[src/rtl/neuron_mac_if.sv]
// Handshake bundle between the neuron MAC, its x/w source and the downstream activation stage.
// The master side drives stimulus and consumes results; the slave side is the MAC.
interface neuron_mac_if;
   logic        start;
   logic [15:0] bias;
   logic        in_valid;
   logic        in_ready;
   logic [15:0] x_in;
   logic [15:0] w_in;
   logic        out_valid;
   logic        out_ready;
   logic [15:0] out_data;
   logic        busy;

   modport master (
      output start, bias, in_valid, x_in, w_in, out_ready,
      input  in_ready, out_valid, out_data, busy
   );

   modport slave (
      input  start, bias, in_valid, x_in, w_in, out_ready,
      output in_ready, out_valid, out_data, busy
   );
endinterface

[src/rtl/neuron_mac.sv]
// Serial Q8.8 multiply-accumulate neuron: bias + sum(x*w), accumulated at Q16.16,
// saturated to 16 bits only at the output and held under a valid/ready handshake.
module neuron_mac #(
   parameter int N_INPUTS = 8,
   parameter int ACC_W    = 41
) (
   input  logic         clk,
   input  logic         rst,
   neuron_mac_if.slave  bus
);

   localparam int CNT_W = (N_INPUTS > 1) ? $clog2(N_INPUTS) : 1;

   typedef enum logic [1:0] {
      IDLE  = 2'd0,
      ACCUM = 2'd1,
      DONE  = 2'd2
   } state_t;

   state_t                   state_r;
   state_t                   state_nxt_s;
   logic signed [ACC_W-1:0]  acc_r;
   logic signed [ACC_W-1:0]  acc_nxt_s;
   logic [CNT_W-1:0]         cnt_r;
   logic [CNT_W-1:0]         cnt_nxt_s;
   logic                     in_ready_r;
   logic                     out_valid_r;
   logic                     busy_r;
   logic [15:0]              out_data_r;
   logic signed [31:0]       prod_s;
   logic signed [ACC_W-1:0]  prod_ext_s;
   logic signed [ACC_W-1:0]  bias_ext_s;
   logic signed [ACC_W-1:0]  acc_shift_s;
   logic                     load_out_s;

   // Clamp a floor-shifted accumulator to Q8.8: in range only when bits [ACC_W-1:15] agree.
   function automatic logic [15:0] sat16(input logic [ACC_W-1:0] v);
      logic [15:0] r;
      if (!v[ACC_W-1] && (|v[ACC_W-2:15])) begin
         r = 16'h7FFF;
      end else if (v[ACC_W-1] && !(&v[ACC_W-2:15])) begin
         r = 16'h8000;
      end else begin
         r = v[15:0];
      end
      return r;
   endfunction

   assign prod_s      = $signed(bus.x_in) * $signed(bus.w_in);
   assign prod_ext_s  = {{(ACC_W-32){prod_s[31]}}, prod_s};
   assign bias_ext_s  = {{(ACC_W-24){bus.bias[15]}}, bus.bias, 8'h00};
   assign acc_shift_s = acc_nxt_s >>> 4'd8;

   // Next-state, accumulator and pair-counter decode.
   always_comb begin
      state_nxt_s = state_r;
      acc_nxt_s   = acc_r;
      cnt_nxt_s   = cnt_r;
      load_out_s  = 1'b0;
      case (state_r)
         IDLE: begin
            if (bus.start) begin
               state_nxt_s = ACCUM;
               acc_nxt_s   = bias_ext_s;
               cnt_nxt_s   = {CNT_W{1'b0}};
            end else begin
               state_nxt_s = IDLE;
            end
         end
         ACCUM: begin
            if (bus.in_valid) begin
               acc_nxt_s = acc_r + prod_ext_s;
               cnt_nxt_s = cnt_r + CNT_W'(1);
               if (cnt_r == CNT_W'(N_INPUTS - 1)) begin
                  state_nxt_s = DONE;
                  load_out_s  = 1'b1;
               end else begin
                  state_nxt_s = ACCUM;
               end
            end else begin
               state_nxt_s = ACCUM;
            end
         end
         DONE: begin
            if (bus.out_ready) begin
               state_nxt_s = IDLE;
            end else begin
               state_nxt_s = DONE;
            end
         end
         default: begin
            state_nxt_s = IDLE;
         end
      endcase
   end

   // State, datapath and registered handshake outputs; flags are decoded from the next state.
   always_ff @(posedge clk) begin
      if (rst) begin
         state_r     <= IDLE;
         acc_r       <= '0;
         cnt_r       <= '0;
         in_ready_r  <= 1'b0;
         out_valid_r <= 1'b0;
         busy_r      <= 1'b0;
         out_data_r  <= 16'h0000;
      end else begin
         state_r     <= state_nxt_s;
         acc_r       <= acc_nxt_s;
         cnt_r       <= cnt_nxt_s;
         in_ready_r  <= (state_nxt_s == ACCUM);
         out_valid_r <= (state_nxt_s == DONE);
         busy_r      <= (state_nxt_s != IDLE);
         if (load_out_s) begin
            out_data_r <= sat16(acc_shift_s);
         end
      end
   end

   assign bus.in_ready  = in_ready_r;
   assign bus.out_valid = out_valid_r;
   assign bus.busy      = busy_r;
   assign bus.out_data  = out_data_r;

endmodule

[src/flat_wrapper.sv]
// flat-port wrapper written by rule: the top's interface ports become plain ports
module neuron_mac_flat 
#(
   parameter int N_INPUTS = 8,
   parameter int ACC_W    = 41
)
  (clk, rst, bus_start, bus_bias, bus_in_valid, bus_x_in, bus_w_in, bus_out_ready, bus_in_ready, bus_out_valid, bus_out_data, bus_busy);
  neuron_mac_if bus_i ();
  input  logic clk;
  input  logic rst;
  input wire logic [$bits(bus_i.start)-1:0] bus_start;
  input wire logic [$bits(bus_i.bias)-1:0] bus_bias;
  input wire logic [$bits(bus_i.in_valid)-1:0] bus_in_valid;
  input wire logic [$bits(bus_i.x_in)-1:0] bus_x_in;
  input wire logic [$bits(bus_i.w_in)-1:0] bus_w_in;
  input wire logic [$bits(bus_i.out_ready)-1:0] bus_out_ready;
  output wire logic [$bits(bus_i.in_ready)-1:0] bus_in_ready;
  output wire logic [$bits(bus_i.out_valid)-1:0] bus_out_valid;
  output wire logic [$bits(bus_i.out_data)-1:0] bus_out_data;
  output wire logic [$bits(bus_i.busy)-1:0] bus_busy;
  assign bus_i.start = bus_start;
  assign bus_i.bias = bus_bias;
  assign bus_i.in_valid = bus_in_valid;
  assign bus_i.x_in = bus_x_in;
  assign bus_i.w_in = bus_w_in;
  assign bus_i.out_ready = bus_out_ready;
  assign bus_in_ready = bus_i.in_ready;
  assign bus_out_valid = bus_i.out_valid;
  assign bus_out_data = bus_i.out_data;
  assign bus_busy = bus_i.busy;
  neuron_mac #(.N_INPUTS(N_INPUTS), .ACC_W(ACC_W)) u_core (.clk(clk), .rst(rst), .bus(bus_i));
endmodule
[config.mk]
export PLATFORM = sky130hd
export DESIGN_NAME = neuron_mac_flat
export DESIGN_NICKNAME = d
export VERILOG_FILES = /design/src/rtl/neuron_mac_if.sv /design/src/rtl/neuron_mac.sv /design/src/flat_wrapper.sv
export SDC_FILE = /design/constraint.sdc
export NUM_CORES = 1
export LEC_CHECK = 0
export ABC_AREA = 0
export BUFFER_PORTS_ARGS = -buffer_cell sky130_fd_sc_hd__buf_2
export CORE_AREA = 3 3 216 218
export CTS_CLUSTER_SIZE = 16
export DETAILED_ROUTE_END_ITERATION = 6
export DIE_AREA = 0 0 219 221
export PLACE_DENSITY = 0.49
export SLEW_MARGIN = 20
export SYNTH_ARGS = -nofsm -noshare
export SYNTH_HDL_FRONTEND = slang
export SYNTH_SLANG_ARGS = --single-unit
[constraint.sdc]
create_clock -name clk -period 9.34 [get_ports clk]
set_input_delay 0 -clock clk [delete_from_list [all_inputs] [get_ports clk]]
set_output_delay 0 -clock clk [all_outputs]
set_load 0.01 [all_outputs]
==> results.sh <==
export IMPL_num_io_pins=72
export IMPL_rows=78
export IMPL_num_antenna_cells=0
export IMPL_yosys_warnings=0
export IMPL_async_flop_share=0
export IMPL_start_util=0.348
export IMPL_final_cell_mix="383 x inv_1, 334 x fa_1, 181 x nand2_1"
export IMPL_cts_hold_buf=1
export IMPL_synthMuxAreaShare=0.00462
export IMPL_fin_crit_ns=7.40
export IMPL_path_delay_family="adder cells"
export IMPL_synth_top_cell_area_share=0.426
export IMPL_drc=0
export IMPL_r2r_start="u_core.acc_r[15]$_SDFF_PP0_"
export IMPL_cp_data_arrival_time_ns=7.56
export IMPL_die_h_um=221
export IMPL_synth_edf_count=0
export IMPL_relSlewSlack=0.409
export IMPL_final_cells=2400
export IMPL_seq_area_frac_synth=0.0829
export IMPL_synth_flop_cell="dfxtp_1"
export IMPL_routedWlPerCell_um=17.6
export IMPL_synth_top_family_by_area="adder cells"
export IMPL_netlist_top_cells_area="fa_1 43%, ha_1 9.5%, inv_1 9.2%"
export IMPL_critPathLaunchType="primary input"
export IMPL_syn_avg_cell_area_um2=8.84
export IMPL_cp_slowest_stage_delay_ns=0.77
export IMPL_htreeDepth=3
export IMPL_syn_area_mm2=0.0157
export IMPL_final_hold_viol_count=0
export IMPL_core_area_mm2=0.0451
export IMPL_root_buffer="clkbuf_16"
export IMPL_hold_path_class="primary input to register"
export IMPL_finalNetCount=2301
export IMPL_via_count=11900
export IMPL_max_freq_ghz=0.135
export IMPL_placed_cells=2383
export IMPL_cts_repair_resize_count=0
export IMPL_grt_pass1_wl_um=70500
export IMPL_cts_buffers=9
export IMPL_synthXorXnorAreaFrac=0.0195
export IMPL_synth_cell_types=65
export IMPL_layout_commonest_cell="inv_1"
export IMPL_fillCellCount=4724
export IMPL_fin_setup_tns_ns=0
export IMPL_ant_nets=0
export IMPL_critPathKind="primary input to register"
export IMPL_io_buffers=71
export IMPL_synth_cells=1776
export IMPL_path_clk_slew_ns=0.05
export IMPL_dieWidth_um=219
export IMPL_grt_pass1_vias=12700
export IMPL_cpMostUsedCell="fa_1"
export IMPL_dpl_hpwl_um=36100
export IMPL_hp_start="bus_bias[11]"
export IMPL_clock_skew_ns=0.00775
export IMPL_rsz0062_at_grt="no"
export IMPL_worstMarginPinSlew_ns=0.886
export IMPL_grt_ovfl_total=0
export IMPL_wirelength_um=42300
export IMPL_slew_viol_final=0
export IMPL_area_growth_pct=7.44
export IMPL_synth_compound_area_share=0.106
export IMPL_synthAdderAreaFrac=0.521
export IMPL_final_layout_size_suffix_gt1_frac=0.0600
export IMPL_grt_max_degree=79
export IMPL_synth_top_area_cell="fa_1"
export IMPL_cts_sink_count=65
export IMPL_antenna_found_initial=0
export IMPL_dieArea_mm2=0.0484
export IMPL_worst_path_buf_inv=6
export IMPL_status="complete, no violations"
export IMPL_setup_violations=0
export IMPL_finalCritPeriodShare=0.792
export IMPL_crit_path_start="bus_x_in[15]"
export IMPL_crit_required_ns=9.50
export IMPL_dpl_cell_area_mm2=0.0166
export IMPL_cts_tree="built"
export IMPL_yosys_area_share_simple=0.158
export IMPL_worst_path_max_delay_cell="fa_1"
export IMPL_cts_setup_buffers=0
export IMPL_gp_congestion=0.915
export IMPL_clk_latency_ns=0.33
export IMPL_endpoint_kind="register"
export IMPL_cts_max_path_buffers=2
export IMPL_fin_area_mm2=0.0169
export IMPL_ys_ff_latch=65
export IMPL_routed_via_density=4.97
export IMPL_drt_pass1_iter_count=5
export IMPL_first_iter_violations=590
export IMPL_gr_usage_all_layers=0.182
export IMPL_maxCapViolCount=0
export IMPL_syn_nets=2282
export IMPL_worstPathMaxFanout=16
==> per-layer routing <==
layer  vias up  track usage  part of all wire
li1       5561            -                 -
met1      6080        0.267              0.47
met2       266        0.299              0.47
met3        28       0.0213             0.050
met4         0       0.0209             0.010
met5         -            0                 0
==> area by class of cell <==
cell class,count,area (um^2),area share
timing repair buffer,78,410,0.0243
clock buffer,11,243,0.0144
sequential,65,1300,0.0771
inverter,383,1440,0.0852
multi-input combinational,1258,12700,0.753
clock inverter,5,31.3,0.00185
tap,600,751,0.0445
==> metrics by stage <==
step	setup WS, ns	hold WS, ns	util
after floorplan	2.74	0.196	-
after global placement	1.72	0.290	0.368
after detailed placement	1.63	0.300	0.368
after CTS	1.94	0.0743	0.374
after global routing	1.32	0.127	0.374
final	1.94	0.0794	0.374
==> cell families (layout without fill, tap and decap cells) <==
family	Yosys count	after routing
xor gates and xnor gates	35	35
buffers and inverters	453	477
AOI/OAI and AO/OA	249	249
adders and majority gates	453	453
muxes	7	7
DFF	65	65
and+or+nand+nor	514	514
==> tightest hold or removal path: cells and delay by family <==
family,cells,cell delay [ns]
buffers and inverters,1,0.08
AND/OR/NAND/NOR,2,0.16
AO/OA/AOI/OAI,2,0.13
==> cell usage after synthesis (12+ instances only) <==
library cell / count
nand2b_1: 12
a21o_1: 14
or3_1: 15
clkbuf_1: 59
xnor2_1: 21
o21ai_0: 45
and2_1: 121
nand2_1: 181
a22oi_1: 13
nand4_1: 12
a21oi_1: 71
xor2_1: 14
ha_1: 119
nor3_1: 14
nor2_1: 117
o32ai_1: 13
fa_1: 334
dfxtp_1: 65
inv_1: 383
==> final timing paths <==
path              slack (ns)                                    to  cells past startpoint
hold / removal          0.08           u_core.acc_r[19]$_SDFF_PP0_                      5
setup / recovery        1.94   u_core.bus.out_data[2]$_SDFFE_PP0P_                     25
hold reg to reg         0.47  u_core.bus.out_data[15]$_SDFFE_PP0P_                      2
setup reg to reg        2.60  u_core.bus.out_data[10]$_SDFFE_PP0P_                     20
==> sequential cells by signal, indices dropped and copies added, names as in the netlist <==
| signal | cells |
|---|---|
| u_core.state_r | 2 |
| u_core.bus.busy | 1 |
| u_core.acc_r | 41 |
| u_core.bus.in_ready | 1 |
| u_core.bus.out_valid | 1 |
| u_core.bus.out_data | 16 |
| u_core.cnt_r | 3 |
Power is left out: the tool's default activity adds up to more than one toggle a clock period on the data nets, which glitch-free logic cannot reach.
